[config.mk]
export PLATFORM = sky130hd
export DESIGN_NAME = nn_output_allocator
export DESIGN_NICKNAME = d
export VERILOG_FILES = /design/src/rtl/nnalloc_pkg.sv /design/src/rtl/nn_rr_arbiter.sv /design/src/rtl/nn_output_allocator.sv
export SDC_FILE = /design/constraint.sdc
export NUM_CORES = 1
export LEC_CHECK = 0
export ABC_AREA = 1
export BUFFER_PORTS_ARGS = -buffer_cell sky130_fd_sc_hd__buf_2
export CAP_MARGIN = 5
export CORE_UTILIZATION = 42
export DETAILED_ROUTE_END_ITERATION = 7
export PLACE_DENSITY = 0.74
export SYNTH_ARGS = -nofsm -noshare
export SYNTH_HDL_FRONTEND = slang
export SYNTH_HIERARCHICAL = 1
export SYNTH_SLANG_ARGS = --single-unit
[constraint.sdc]
create_clock -name clk -period 3.7 [get_ports clk]
set_clock_uncertainty 0.15 [all_clocks]
set_input_delay 0.555 -clock clk [delete_from_list [all_inputs] [get_ports clk]]
set_output_delay 0.555 -clock clk [all_outputs]
set_load 0.1 [all_outputs]
[src/rtl/nnalloc_pkg.sv]
// Shared widths and bit-vector helpers for the output allocator.
// Round-robin arbitration is selected by defining NNALLOC_ROUND_ROBIN_EN.
package nnalloc_pkg;

    // Helpers work on a fixed-width container; channel counts must stay below this.
    localparam int MAX_CH = 32;

    localparam int DEFAULT_N = 5;
    localparam int DEFAULT_M = 5;

    function automatic int idx_width(input int n);
        return (n > 1) ? $clog2(n) : 1;
    endfunction

    localparam int IDX_W_IN  = idx_width(DEFAULT_N);
    localparam int IDX_W_OUT = idx_width(DEFAULT_M);

    // Rotate a one-hot vector left by one position within the low n bits.
    function automatic logic [MAX_CH-1:0] onehot_rotate(input logic [MAX_CH-1:0] v,
                                                        input int n);
        logic [MAX_CH-1:0] r;
        r = '0;
        for (int k = 0; k < MAX_CH; k++) begin
            if (k < n && v[k]) begin
                if (k + 1 == n) r[0] = 1'b1;
                else            r[k+1] = 1'b1;
            end
        end
        return r;
    endfunction

    // One-hot of the first set bit of vec, scanning upward (with wrap) from the
    // one-hot start position, restricted to the low n bits.
    function automatic logic [MAX_CH-1:0] first_set_from(input logic [MAX_CH-1:0] vec,
                                                         input logic [MAX_CH-1:0] start,
                                                         input int n);
        logic [MAX_CH-1:0] r;
        logic              found;
        int                s;
        int                idx;
        r     = '0;
        found = 1'b0;
        s     = 0;
        for (int k = 0; k < MAX_CH; k++) begin
            if (k < n && start[k]) s = k;
        end
        for (int k = 0; k < MAX_CH; k++) begin
            if (k < n && !found) begin
                idx = s + k;
                if (idx >= n) idx = idx - n;
                if (vec[idx]) begin
                    r[idx] = 1'b1;
                    found  = 1'b1;
                end
            end
        end
        return r;
    endfunction

endpackage

[src/rtl/nn_rr_arbiter.sv]
// Per-output arbiter: picks one requesting input while enabled. Rotating pointer
// when NNALLOC_ROUND_ROBIN_EN is defined, lowest-index priority otherwise.
module nn_rr_arbiter
    import nnalloc_pkg::*;
#(
    parameter int N = 5
) (
    input  logic         clk,
    input  logic         rst,
    input  logic [N-1:0] req,
    input  logic         enable,
    output logic [N-1:0] pick
);

    logic [MAX_CH-1:0] req_wide;
    logic [MAX_CH-1:0] pick_wide;

    assign req_wide = MAX_CH'(req);

`ifdef NNALLOC_ROUND_ROBIN_EN
    // ptr_reg is one-hot: the input with highest priority on the next grant.
    logic [N-1:0]      ptr_reg;
    logic [MAX_CH-1:0] ptr_next_wide;
    logic              unused_ok;

    always_comb begin
        pick_wide     = first_set_from(req_wide, MAX_CH'(ptr_reg), N);
        ptr_next_wide = onehot_rotate(MAX_CH'(pick), N);
    end

    always_ff @(posedge clk) begin
        if (rst) begin
            ptr_reg <= N'(1);
        end else if (|pick) begin
            ptr_reg <= ptr_next_wide[N-1:0];
        end
    end

    assign unused_ok = &{1'b0, pick_wide, ptr_next_wide};
`else
    logic unused_ok;

    always_comb begin
        pick_wide = first_set_from(req_wide, MAX_CH'(1), N);
    end

    assign unused_ok = &{1'b0, pick_wide, clk, rst};
`endif

    assign pick = enable ? pick_wide[N-1:0] : '0;

endmodule

[src/rtl/nn_output_allocator.sv]
// Packet-level N-in/M-out output allocator; holds each pairing until TLAST.
// Build option NNALLOC_ROUND_ROBIN_EN selects rotating per-output priority.
module nn_output_allocator
    import nnalloc_pkg::*;
#(
    parameter int CHANNEL_NUMBER_IN  = 5,
    parameter int CHANNEL_NUMBER_OUT = 5
) (
    input  logic                                                 clk,
    input  logic                                                 rst,
    input  logic [CHANNEL_NUMBER_IN-1:0]                         in_tvalid,
    input  logic [CHANNEL_NUMBER_IN-1:0]                         in_tready,
    input  logic [CHANNEL_NUMBER_IN-1:0]                         in_tlast,
    input  logic [CHANNEL_NUMBER_IN-1:0][CHANNEL_NUMBER_OUT-1:0] selector,
    output logic [CHANNEL_NUMBER_OUT-1:0][CHANNEL_NUMBER_IN-1:0] out_grant,
    output logic [CHANNEL_NUMBER_IN-1:0][CHANNEL_NUMBER_OUT-1:0] in_grant,
    output logic [CHANNEL_NUMBER_OUT-1:0]                        out_busy
);

    localparam int N = CHANNEL_NUMBER_IN;
    localparam int M = CHANNEL_NUMBER_OUT;

    logic [M-1:0][N-1:0] alloc_reg;
    logic [M-1:0][N-1:0] alloc_next;
    logic [M-1:0][N-1:0] pick_all;
    logic [N-1:0]        in_alloc;
    logic [N-1:0]        req;
    logic [N-1:0]        rel;

    always_comb begin
        in_alloc = '0;
        req      = '0;
        rel      = '0;
        for (int i = 0; i < N; i++) begin
            for (int o = 0; o < M; o++) begin
                in_alloc[i] = in_alloc[i] | alloc_reg[o][i];
            end
            req[i] = in_tvalid[i] & ~in_alloc[i] & (|selector[i]);
            rel[i] = in_tvalid[i] & in_tready[i] & in_tlast[i] & in_alloc[i];
        end
    end

    // Outputs are chained in ascending order; each one sees the inputs already
    // claimed by lower-index outputs in this same pass.
    for (genvar gi = 0; gi < M; gi++) begin : gen_out
        logic [N-1:0] claimed_in;
        logic [N-1:0] claimed_out;
        logic [N-1:0] req_col;
        logic [N-1:0] pick;

        if (gi == 0) begin : gen_first
            assign claimed_in = '0;
        end else begin : gen_chain
            assign claimed_in = gen_out[gi-1].claimed_out;
        end

        always_comb begin
            req_col = '0;
            for (int i = 0; i < N; i++) begin
                req_col[i] = req[i] & selector[i][gi] & ~claimed_in[i];
            end
        end

        nn_rr_arbiter #(.N(N)) u_arb (
            .clk    (clk),
            .rst    (rst),
            .req    (req_col),
            .enable (~out_busy[gi]),
            .pick   (pick)
        );

        assign claimed_out  = claimed_in | pick;
        assign pick_all[gi] = pick;
        assign out_busy[gi] = |alloc_reg[gi];
    end

    // A pick only ever lands on a free output and an unallocated input, so it
    // never collides with a release in the same edge.
    always_comb begin
        alloc_next = '0;
        for (int o = 0; o < M; o++) begin
            for (int i = 0; i < N; i++) begin
                alloc_next[o][i] = (alloc_reg[o][i] & ~rel[i]) | pick_all[o][i];
            end
        end
    end

    always_ff @(posedge clk) begin
        if (rst) begin
            alloc_reg <= '0;
        end else begin
            alloc_reg <= alloc_next;
        end
    end

    always_comb begin
        in_grant = '0;
        for (int i = 0; i < N; i++) begin
            for (int o = 0; o < M; o++) begin
                in_grant[i][o] = alloc_reg[o][i];
            end
        end
    end

    assign out_grant = alloc_reg;

endmodule

==> results of run 1 <==
layout by cell type (no fill, tap or decap):
cell	count
a21oi_1	25
buf_2	96
buf_4	10
clkbuf_1	1
clkbuf_8	3
dfxtp_1	14
dfxtp_2	10
dfxtp_4	1
inv_1	50
inv_2	10
nand2_1	64
nand2_2	6
nand3_1	19
nand3_2	7
nand3_4	1
nand4_1	3
nor2_1	54
nor2_2	29
nor2_4	4
nor3_1	1
nor3_2	1
nor4_2	3
or2_1	2
through the flow:
step                util (%)  instance area [um^2]  hold WS [ns]  cells
floorplan                  -                  1928        0.5579    332
global placement       51.97                  2278        0.3252    453
detailed placement     51.97                  2278        0.3309    453
CTS                    53.00                  2323        0.3475    457
global route           57.16                  2506        0.3484    466
finish                 57.16                  2506        0.3349    466
critical path: cells and delay by family (launching register included):
family,cells,cell delay (ns)
AOI/OAI and AO/OA,1,0.11
buffers and inverters,7,0.52
DFF,1,0.35
and+or+nand+nor,23,2.11
repair_timing:
action / CTS / global route
setup endpoints to repair: 0 / 5
gates resized for setup: 0 / 44
buffers inserted: 0 / 9
metal layers:
layer / up-vias / global-route usage [%] / routed length, um
met1: 1019 / 28.02 / 2329
met2: 92 / 39.16 / 2826
li1: 1145 / - / -
met4: 0 / 5.778 / 73
met5: - / 0 / 0
met3: 8 / 3.924 / 353
cell type report:
| cell class | count | area [um^2] |
|---|---|---|
| Timing Repair Buffer | 106 | 555.5 |
| Inverter | 60 | 225.2 |
| Multi-Input combinational cell | 219 | 1099 |
| Clock buffer | 4 | 45.04 |
| Tap cell | 52 | 65.06 |
| Fill cell | 463 | 1878 |
| Sequential cell | 25 | 516.7 |
worst paths after layout:
path / depth (start not counted) / slack (ns) / start / to
worst max-delay path: 31 / 0.33 / in_grant[0] / in_grant[24]
worst min-delay path: 2 / 0.33 / in_grant[3] / in_grant[3]
worst max register to register: 31 / 0.33 / in_grant[0] / in_grant[24]
worst min register to register: 2 / 0.33 / in_grant[3] / in_grant[3]
cells by family after synthesis:
group | share of synthesized area (%)
AOI/OAI and AO/OA | 6.510
buffers and inverters | 22.27
DFF | 26.04
and+or+nand+nor | 45.18
==> metrics.md, run 1 <==
| Metric | Value |
|---|---|
| Nets | `457` |
| Worst endpoint required time | `3.70 ns` |
| Syn_area_per_cell | `approximately 5.8 um^2` |
| Most common cell in the netlist | `nor2_1` |
| Routed vias | `~2,300` |
| Synth area leader | `dfxtp_1` |
| Pin count of the biggest net entering global routing | `26` |
| CP Class | `register to register` |
| Worst setup slack after placement | `-0.02998 ns` |
| Worst-path clk slew | `approximately 0.09 ns` |
| Die Width | `69.65 um` |
| Cell Area, Synth | `1922 um^2` |
| Synth Warn # | `6` |
| Asr flop ratio synth | `0%` |
| Vias in the first global route | `between 2,000 and 2,500` |
| Synth area leaders | `dfxtp_1 (26%), nor2_1 (14%), nand2_1 (13%)` |
| EDFF count, synth | `0` |
| Max incr delay on CP | `around 0.35 ns` |
| # clock sinks | `25` |
| Synth top cells by count | `nor2_1 (73), nand2_1 (68), inv_1 (55)` |
| Final hold violation count | `0` |
| HPWL after detailed placement | `4.362 mm` |
| Synthesis-to-layout area growth | `30.40%` |
| Core ar. | `roughly 4400 um^2` |
| CTS H-Tree Depth | `1` |
| Wire per inst | `11.98 um` |
| Initial DRT Pass Iterations | `4` |
| Yosys top cell area share | `approximately a quarter` |
| TritonCTS clock tree | `yes` |
| Initial Util | `43.84%` |
| Ratio of final minimum period to clock period | `91.13%` |
| Ant diodes | `0` |
| Least-Margin Pin Slew | `0.7010 ns` |
| Seq/Total Area, Yosys | `26.04%` |
| Tot GR Track Use | `22.28%` |
| Worst setup EP type | `register` |
| Max frequency | `0.2966 GHz` |
| Wirelength, routed | `5.583 mm` |
| Routability congestion estimate | `0.9628` |
| Slew Limit Headroom | `52.88%` |
| Number of synthesized register bits | `25` |
| Share of cells above drive strength 1 | `43.72%` |
| Num CTS Buffers | `3` |
| Final setup TNS | `0 ns` |
| Library cells used by synthesis | `16` |
| Worst path slowest cell | `dfxtp_2` |
| Die ar. | `4850 um^2` |
| Setup ws final | `0.3280 ns` |
| GR Overflow Total | `0` |
| Initial antenna violation count | `0` |
| Clock Latency Late Sink | `0.27 ns` |
| Initial DRC Count | `77` |
| IO Port Bufs | `96` |
| Worst-path fanout max | `5` |
| Kind of start point of the critical path | `register` |
| I/O pins | `97` |
| Max reg flops | `25` |
| Die height | `69.65 um` |
| Max Buffers Root-to-Sink | `2` |
| Top FF cell, synth | `dfxtp_1` |
| Cells after Synth | `332` |
| Net Count, Synth | `374` |
| Min cycle time layout | `between 3 and 4 ns` |
| First-pass GRT wire length | `8.825 mm` |
| Status | `complete, no violations` |
| Post-route ant nets | `0` |
| Hold buffer count at CTS | `0` |
| Max Cap Viol | `0` |
| Hold WC Path Type | `register to register` |
| Arr. time, crit path | `around 3.4 ns` |
| Via density | `around 4.9` |
| Core Rows | `24` |
| Setup Viol. Count Final | `0` |
| DRC | `0` |
| Root Driver | `clkbuf_8` |
| Max Slew Vio Count | `0` |
| Most common cell on crit path | `nor2_1` |
Power of run 1 is left out: the tool's default activity adds up to more than one toggle a clock period on the data nets, which glitch-free logic cannot reach.
==> run 2: changes to the inputs <==
--- a/config.mk
+++ b/config.mk
@@ -8,6 +8,7 @@
 export ABC_AREA = 1
 export BUFFER_PORTS_ARGS = -buffer_cell sky130_fd_sc_hd__buf_2
 export CAP_MARGIN = 5
+export CORE_ASPECT_RATIO = 1.1
 export CORE_UTILIZATION = 42
 export DETAILED_ROUTE_END_ITERATION = 7
 export PLACE_DENSITY = 0.74
==> metrics.md, run 2 (synthesis gave the netlist of run 1 again) <==
| Metric | Value |
|---|---|
| Status | `complete, no violations` |
| Arr. time, crit path | `3.35 ns (-0.02 ns)` |
| Hold_sp | `in_grant[8]` |
| Synthesis-to-layout area growth | `25.91%` |
| Max frequency | `0.2978 GHz (+0.40%)` |
| Tot GR Track Use | `22.12% (-0.16 points)` |
| Slew Limit Headroom | `56.88% (+4.0 points)` |
| Final core occ | `55.65% (-1.5 points)` |
| Die Width | `66.50 um (-4.5%)` |
| FF-to-FF setup slack | `0.34 ns (about the same)` |
| Initial DRC Count | `157 (+100%)` |
| Worst endpoint required time | `3.69 ns (about the same)` |
| Kind of start point of the critical path | `register` |
| GR Overflow Total | `0 (unchanged)` |
| Non-filler instance count after layout | `464 (-0.43%)` |
| Final hold violation count | `0 (unchanged)` |
| Worst-path clk slew | `0.09 ns (about the same)` |
| Initial DRT Pass Iterations | `4 (unchanged)` |
| DRC | `0 (unchanged)` |
| Pin count of the biggest net entering global routing | `26 (unchanged)` |
| Core ar. | `4348 um^2 (-0.83%)` |
| Min cycle time layout | `3.358 ns (-0.01359 ns)` |
| Routed vias | `2,198 (-2.9%)` |
| Post-route ant nets | `0 (unchanged)` |
| Reg2reg start | `in_grant[4]` |
| IO Port Bufs | `96 (unchanged)` |
| Most common cell after layout, fill and taps aside | `buf_2` |
| R2R cell count | `30 (-3.2%)` |
| Clock Latency Late Sink | `0.27 ns (about the same)` |
| Worst-path fanout max | `4 (-1)` |
| HPWL after detailed placement | `4.289 mm (-1.7%)` |
| Max incr delay on CP | `0.34 ns (about the same)` |
| Max Buffers Root-to-Sink | `2 (unchanged)` |
| Vias in the first global route | `1,865 (-9.0%)` |
| Die ar. | `4850 um^2 (about the same)` |
| Initial Util | `44.20% (+0.37 points)` |
| CP Class | `register to register` |
| Wire per inst | `11.51 um (-3.9%)` |
| Die height | `72.95 um (+4.7%)` |
| Num CTS Buffers | `3 (unchanged)` |
| Commonest cells after routing, fill and taps aside | `buf_2 (96), nand2_1 (67), nor2_1 (59)` |
| Initial antenna violation count | `0 (unchanged)` |
| Worst setup EP type | `register` |
| # clock sinks | `25 (unchanged)` |
| Max Cap Viol | `0 (unchanged)` |
| Least-Margin Pin Slew | `0.6415 ns (-0.05951 ns)` |
| First-pass GRT wire length | `8.142 mm (-7.7%)` |
| Placed insts | `457 (+0.88%)` |
| Worst Hold End | `in_grant[8]` |
| Ratio of final minimum period to clock period | `90.77% (-0.37 points)` |
| Setup Viol. Count Final | `0 (unchanged)` |
| Ant diodes | `0 (unchanged)` |
| Min-Delay Path Depth | `2 (unchanged)` |
| Reg-to-reg endpoint | `in_grant[19]` |
| Hold WC Path Type | `register to register` |
| Wirelength, routed | `5.340 mm (-4.4%)` |
| Final setup TNS | `0 ns (unchanged)` |
| Share of cells above drive strength 1 | `38.54% (-5.2 points)` |
| TritonCTS clock tree | `yes` |
| Via density | `4.737 (-2.5%)` |
| Nets | `453 (-0.88%)` |
| CTS H-Tree Depth | `1 (unchanged)` |
| Core Rows | `25 (+4.2%)` |
| Max Slew Vio Count | `0 (unchanged)` |
| I/O pins | `97 (unchanged)` |
| Max reg flops | `25 (unchanged)` |
| Worst path slowest cell | `dfxtp_2` |
| Routability congestion estimate | `0.9135 (-5.1%)` |
| Most common cell on crit path | `nor2_1` |
| Root Driver | `clkbuf_8` |
[run 2: what timing repair did]
item                                    in CTS  in global routing
hold buffers                                 0                  0
resized for setup                            0                 21
setup buffers                                0                  3
endpoints found under the setup margin       0                  4
[run 2: routing by layer]
layer	GRT usage, %	wire, um
met4	6.856	78
met2	38.78	2583
met1	28.49	2371
met3	1.875	307
met5	0	0
[run 2: how the worst max path moves through the flow]
| stage | slack (ns) | start | endpoint | cells after the start |
|---|---|---|---|---|
| after floorplan | 0.02 | in_grant[0] | in_grant[24] | 30 |
| after global placement | -0.02 | in_tvalid[0] | in_grant[24] | 30 |
| after detailed placement | -0.04 | in_tvalid[0] | in_grant[24] | 30 |
| after CTS | 0.17 | in_grant[2] | in_grant[24] | 30 |
| after global routing | -0.02 | in_grant[4] | in_grant[24] | 32 |
| final | 0.34 | in_grant[4] | in_grant[19] | 30 |
[run 2: through the flow]
stage	hold slack, ns	worst slack, ns	area [um^2]
after detailed placement	0.3346	-0.04121	2296
after global routing	0.3608	-0.01607	2420
after floorplan	0.5579	0.01608	1928
final	0.3414	0.3416	2420
after global placement	0.3270	-0.02362	2296
after CTS	0.3493	0.1720	2341
[run 2: layout make-up]
type | count | area, um^2
Fill cell | 457 | 1928
Multi-Input combinational cell | 219 | 1046
Timing Repair Buffer | 102 | 525.5
Sequential cell | 25 | 510.5
Inverter | 60 | 225.2
Tap cell | 54 | 67.56
Clock buffer | 4 | 45.04
[run 2: critical path: cells and delay by family, from the launching register on]
kind / cells / cell delay, ns
buffers and inverters: 5 / 0.39
AOI/OAI and AO/OA: 1 / 0.11
DFF: 1 / 0.34
and+or+nand+nor: 24 / 2.25
Power of run 2 is left out for the same reason.
